### src/rtl/io_bank_pkg.sv
// Shared constants and types for the configurable pad I/O bank.
package io_bank_pkg;

  // Mode bits per channel
  localparam int unsigned CFG_W = 3;

  // Bit positions inside one channel's mode field
  localparam int unsigned MODE_DIR = 0;
  localparam int unsigned MODE_REG = 1;
  localparam int unsigned MODE_INV = 2;

  // Serial configuration load sequencer states
  typedef enum logic [1:0] {
    IDLE  = 2'd0,
    SHIFT = 2'd1,
    APPLY = 2'd2
  } load_state_e;

endpackage

### src/rtl/io_chan.sv
// One pad channel: input synchroniser, output register, direction and
// polarity muxing selected by a 3-bit mode.
module io_chan
  import io_bank_pkg::*;
#(
  parameter int unsigned SYNC_STAGES = 2
) (
  input  logic             clk,
  input  logic             rst,
  input  logic [CFG_W-1:0] mode,
  input  logic             pad_in,
  input  logic             core_in,
  output logic             pad_out,
  output logic             pad_oe,
  output logic             core_out
);

  logic [SYNC_STAGES-1:0] sync_q;
  logic                   oreg_q;
  logic                   dir;
  logic                   reg_en;
  logic                   inv;
  logic                   in_val;
  logic                   out_val;

  assign dir    = mode[MODE_DIR];
  assign reg_en = mode[MODE_REG];
  assign inv    = mode[MODE_INV];

  // Input synchroniser; runs in every mode so a mode change never flushes it
  generate
    if (SYNC_STAGES == 1) begin : g_sync1
      always_ff @(posedge clk) begin
        if (rst) sync_q <= '0;
        else     sync_q <= pad_in;
      end
    end else begin : g_syncn
      always_ff @(posedge clk) begin
        if (rst) sync_q <= '0;
        else     sync_q <= {sync_q[SYNC_STAGES-2:0], pad_in};
      end
    end
  endgenerate

  // Output register, also free-running
  always_ff @(posedge clk) begin
    if (rst) oreg_q <= 1'b0;
    else     oreg_q <= core_in;
  end

  assign in_val  = reg_en ? sync_q[SYNC_STAGES-1] : pad_in;
  assign out_val = reg_en ? oreg_q : core_in;

  // Direction steering: the unused side of the channel is held at 0
  always_comb begin
    pad_out  = 1'b0;
    pad_oe   = 1'b0;
    core_out = 1'b0;
    if (dir) begin
      pad_out = out_val ^ inv;
      pad_oe  = 1'b1;
    end else begin
      core_out = in_val ^ inv;
    end
  end

endmodule

### src/rtl/io_bank_if.sv
// Runtime-configurable pad I/O bank. Modes are shifted in serially into a
// shadow register and copied to the active register in a single cycle so a
// full mode set switches atomically.
module io_bank_if
  import io_bank_pkg::*;
#(
  parameter int unsigned NUM_CH      = 8,
  parameter int unsigned SYNC_STAGES = 2
) (
  input  logic              clk,
  input  logic              rst,
  input  logic [NUM_CH-1:0] pad_in,
  output logic [NUM_CH-1:0] pad_out,
  output logic [NUM_CH-1:0] pad_oe,
  input  logic [NUM_CH-1:0] core_in,
  output logic [NUM_CH-1:0] core_out,
  input  logic              cfg_start,
  input  logic              cfg_valid,
  input  logic              cfg_data,
  output logic              cfg_ready,
  output logic              cfg_busy,
  output logic              cfg_done
);

  localparam int unsigned TOTAL = NUM_CH * CFG_W;
  localparam int unsigned CNT_W = $clog2(TOTAL + 1);

  load_state_e      state;
  logic [CNT_W-1:0] count;
  logic [TOTAL-1:0] shadow;
  logic [TOTAL-1:0] active;

  // Load sequencer: shift into shadow, then one APPLY cycle commits it
  always_ff @(posedge clk) begin
    if (rst) begin
      state    <= IDLE;
      count    <= '0;
      shadow   <= '0;
      active   <= '0;
      cfg_done <= 1'b0;
    end else begin
      cfg_done <= 1'b0;
      case (state)
        IDLE, SHIFT: begin
          if (cfg_start) begin
            // Restart wins over a same-cycle bit, which is dropped
            count <= '0;
            state <= IDLE;
          end else if (cfg_valid) begin
            shadow <= {shadow[TOTAL-2:0], cfg_data};
            count  <= count + CNT_W'(1);
            state  <= (count == CNT_W'(TOTAL - 1)) ? APPLY : SHIFT;
          end
        end
        APPLY: begin
          // cfg_start and cfg_valid are deliberately ignored here
          active   <= shadow;
          cfg_done <= 1'b1;
          count    <= '0;
          state    <= IDLE;
        end
        default: begin
          state <= IDLE;
          count <= '0;
        end
      endcase
    end
  end

  // Handshake status decoded from the state register
  assign cfg_ready = (state != APPLY);
  assign cfg_busy  = (state != IDLE);

  // Per-channel datapaths driven by the active mode field
  generate
    for (genvar i = 0; i < NUM_CH; i++) begin : g_ch
      io_chan #(
        .SYNC_STAGES (SYNC_STAGES)
      ) u_chan (
        .clk      (clk),
        .rst      (rst),
        .mode     (active[CFG_W*i +: CFG_W]),
        .pad_in   (pad_in[i]),
        .core_in  (core_in[i]),
        .pad_out  (pad_out[i]),
        .pad_oe   (pad_oe[i]),
        .core_out (core_out[i])
      );
    end
  endgenerate

endmodule
### config.mk
export PLATFORM = sky130hd
export DESIGN_NAME = io_bank_if
export DESIGN_NICKNAME = d
export VERILOG_FILES = /design/src/rtl/io_bank_pkg.sv /design/src/rtl/io_chan.sv /design/src/rtl/io_bank_if.sv
export SDC_FILE = /design/constraint.sdc
export NUM_CORES = 1
export LEC_CHECK = 0
export ABC_CLOCK_PERIOD_IN_PS = 1700
export BUFFER_PORTS_ARGS = -buffer_cell sky130_fd_sc_hd__buf_4
export CORE_MARGIN = 2
export CORE_UTILIZATION = 55
export DETAILED_ROUTE_END_ITERATION = 10
export PLACE_DENSITY_LB_ADDON = 0.2
export SLEW_MARGIN = 20
export SYNTH_ARGS = -nofsm -noshare
export SYNTH_HDL_FRONTEND = slang
export SYNTH_HIERARCHICAL = 1
export SYNTH_SLANG_ARGS = --single-unit
export TNS_END_PERCENT = 10
### constraint.sdc
create_clock -name clk -period 1.7 [get_ports clk]
set_input_delay 0.17 -clock clk [delete_from_list [all_inputs] [get_ports clk]]
set_output_delay 0.17 -clock clk [all_outputs]
set_load 0.05 [all_outputs]
==> metrics.md <==
| Metric | Value |
|---|---|
| Outcome | finished clean |
| Power share of the clock group | 0.391 |
| Fill cells | 500 |
| Cell count after synthesis | 363 |
| Hold Path End | g_ch[0].u_chan/oreg_q |
| Top Ports | 48 |
| Row Count | 27 |
| Initial core utilization | 0.575 |
| Clock Path Buffers | 2 |
| Core Area | 5570 um2 |
| CP Max Fanout | 3 |
| Final Hold Vio Count | 0 |
| Area post-placement | 3520 um2 |
| Switching Fraction | 0.226 |
| Pre-CTS setup slack | 0.255 ns |
| Count of state elements after synthesis | 80 |
| Startpoint Class | register |
| FF-to-FF Start | state[1] |
| Pint | 2.71 mW |
| Port bufs | 47 |
| CTS tree | yes |
| Hold Startpoint | core_in[0] |
| Synth cell types | 24 |
| First-pass GRT wire length | 9.56 mm |
| Final setup margin | 0.0366 ns |
| DRC | 0 |
| HPWL Detailed | 3.63 mm |
| Die width | 80.3 um |
| Total grt overflow | 0 |
| WS Path Type | register to output port |
| Ranking of synthesized cells by area | dfxtp_1 50%, nand2_1 12%, mux2i_1 7.8% |
| Static Leakage | 1.42 nW |
| Max VDD drop | 0.574 mV |
| Most frequent cells in the layout | 105 x nand2_1, 74 x dfxtp_1, 51 x buf_4 |
| Total wire length | 5.46 mm |
| Syn_area_per_cell | 8.83 um2 |
| YS warnings | 6 |
| Critical Path RT | 1.53 ns |
| Layout Utilization | 0.670 |
| Seq pwr share | 0.546 |
| Max-slew headroom | 0.491 |
| Hold-critical path depth | 2 |
| Most common cell after layout, fill and taps aside | nand2_1 |
| Pins Over Slew Limit | 0 |
| Die footprint | 6450 um2 |
| Post-synthesis sequential area ratio | 0.500 |
| Post-Syn Nets | 385 |
| Share of post-route cells with drive strength above 1 | 0.215 |
| Cts hold-fix bufs | 0 |
| Root Driver | clkbuf_8 |
| Max_cap viols | 0 |
| H-tree levels | 3 |
| Post-synthesis cell area | 3200 um2 |
| Total GRT Usage | 0.190 |
| Critical path arrival | 1.49 ns |
| P_sw | 792 uW |
| R2r setup slk | 0.25 ns |
| Final instance area | 3730 um2 |
| Final period util | 0.978 |
| Fmax | 601 MHz |
| Crit. End Element | output port |
| Routed vias/inst | 4.92 |
| Total clock sinks | 80 |
| Worst Reg-to-Reg Cells | 3 |
| Worst min path class | input pin to register |
| Final antenna-violating net count | 0 |
| Vias | 2,349 |
| RR Endpoint | shadow[3] |
| Gpl congestion | 0.751 |
| Drt wl/cell | 11.5 um |
| Number of global-route vias before repair | 2,266 |
| Synth top area share | 0.500 |
| Area delta synth->final | 16.6% |
| DR pass1 iterations | 4 |
| Logic pwr share | 0.064 |
| Final Skew | 0.00805 ns |
| Measured slew at the worst slew-check pin | 0.763 ns |
| Fin crit period | 1.66 ns |
| Drt initial violations | 90 |
| Design Power | 3.51 mW |
| Initial antenna violation count | 0 |
| Final setup vio count | 0 |
| Unrepaired setup endpoints after global routing | yes |
| Ant diodes | 0 |
| Final #Nets | 422 |
| Largest area contributor in the netlist | dfxtp_1 |
| Worst-skew pair later-pin latency | 0.34 ns |
| Worst-path clk slew | 0.08 ns |
| CTS buffer count | 9 |
| Die Y | 80.3 um |
| Largest net degree at the start of global routing | 42 |
| PD cells | 939 nW/um2 |
state kept, by name (all words and copies together) (netlist names):
register and cells:
count 5, state 2, g_ch.u_chan/oreg_q 8, g_ch.u_chan/sync_q 16, shadow 24, cfg_done 1
active 24
final cells by class:
cell class | instances | area [um2] | area share
flip-flops and latches | 80 | 1610 | 0.431
multi-input cells | 257 | 1450 | 0.388
repair buffers | 51 | 383 | 0.103
clock buffers | 10 | 138 | 0.0369
well taps | 72 | 90.1 | 0.0241
clock inverters | 6 | 58.8 | 0.0157
inverters | 1 | 6.26 | 0.00168
synth_stat cells:
| master | instances |
|---|---|
| xor2_1 | 3 |
| xnor2_1 | 1 |
| mux2i_1 | 25 |
| or3_1 | 1 |
| nor2b_1 | 33 |
| mux2_4 | 8 |
| nand3_1 | 1 |
| nand2b_1 | 9 |
| a21oi_1 | 48 |
| nor3_1 | 1 |
| dfxtp_1 | 80 |
| inv_2 | 1 |
| buf_2 | 7 |
| nand2_1 | 105 |
| buf_4 | 9 |
| nor2_1 | 15 |
| o22ai_1 | 1 |
| nand4_1 | 2 |
| or3b_1 | 1 |
| or2_2 | 1 |
| ha_1 | 1 |
| nor3b_4 | 1 |
| buf_6 | 3 |
| clkbuf_1 | 6 |
through the flow:
| step | std cells | TNS, ns | hold slack (ns) |
|---|---|---|---|
| final | 477 | 0 | 0.0468 |
| after global routing | 477 | -0.0372 | 0.0454 |
| after CTS | 477 | 0 | 0.0341 |
| after detailed placement | 461 | 0 | 0.397 |
| after global placement | 461 | 0 | 0.390 |
| after floorplan | 363 | 0 | 0.242 |
worst max-delay path by stage:
| stage | endpoint | from | cells after the start |
|---|---|---|---|
| 2_1_floorplan | pad_out[0] | active[1] | 2 |
| 3_3_place_gp | shadow[3] | state[1] | 3 |
| 3_5_place_dp | shadow[3] | state[1] | 3 |
| 4_1_cts | core_out[0] | active[1] | 3 |
| 5_1_grt | core_out[1] | active[4] | 3 |
| 6_report | core_out[1] | active[4] | 3 |
cells by family after synthesis:
family | synth area share
xor+xnor | 0.0109
compound gates | 0.0769
buf+inv | 0.0508
simple gates | 0.242
fa+ha+maj | 0.00390
mux | 0.116
flops | 0.500
power by group through the flow:
| stage | Sequential, mW | Clock, mW | Combinational, mW |
|---|---|---|---|
| floorplan | 1.96 | 0 | 0.150 |
| global placement | 1.96 | 0 | 0.220 |
| detailed placement | 1.96 | 0 | 0.223 |
| global route | 1.92 | 1.47 | 0.242 |
| CTS | 1.91 | 1.40 | 0.224 |
| finish | 1.91 | 1.37 | 0.223 |
routing by layer:
metal | part of all wire | vias up | GRT usage
li1 | - | 1239 | -
met1 | 0.47 | 1068 | 0.234
met2 | 0.48 | 37 | 0.314
met3 | 0.034 | 5 | 0.0337
met4 | 0.013 | 0 | 0.105
met5 | 0 | - | 0
repair_timing:
action | CTS | global route
setup buffers | 0 | 0
setup endpoints to repair | 3 | 5
resized for setup | 3 | 7
critical path: stages, from the launching register on:
cell and delay (ns):
dfxtp_1 0.40, mux2i_2 0.25, mux2_4 0.31, buf_4 0.19
(Power assumes the default switching activity.)
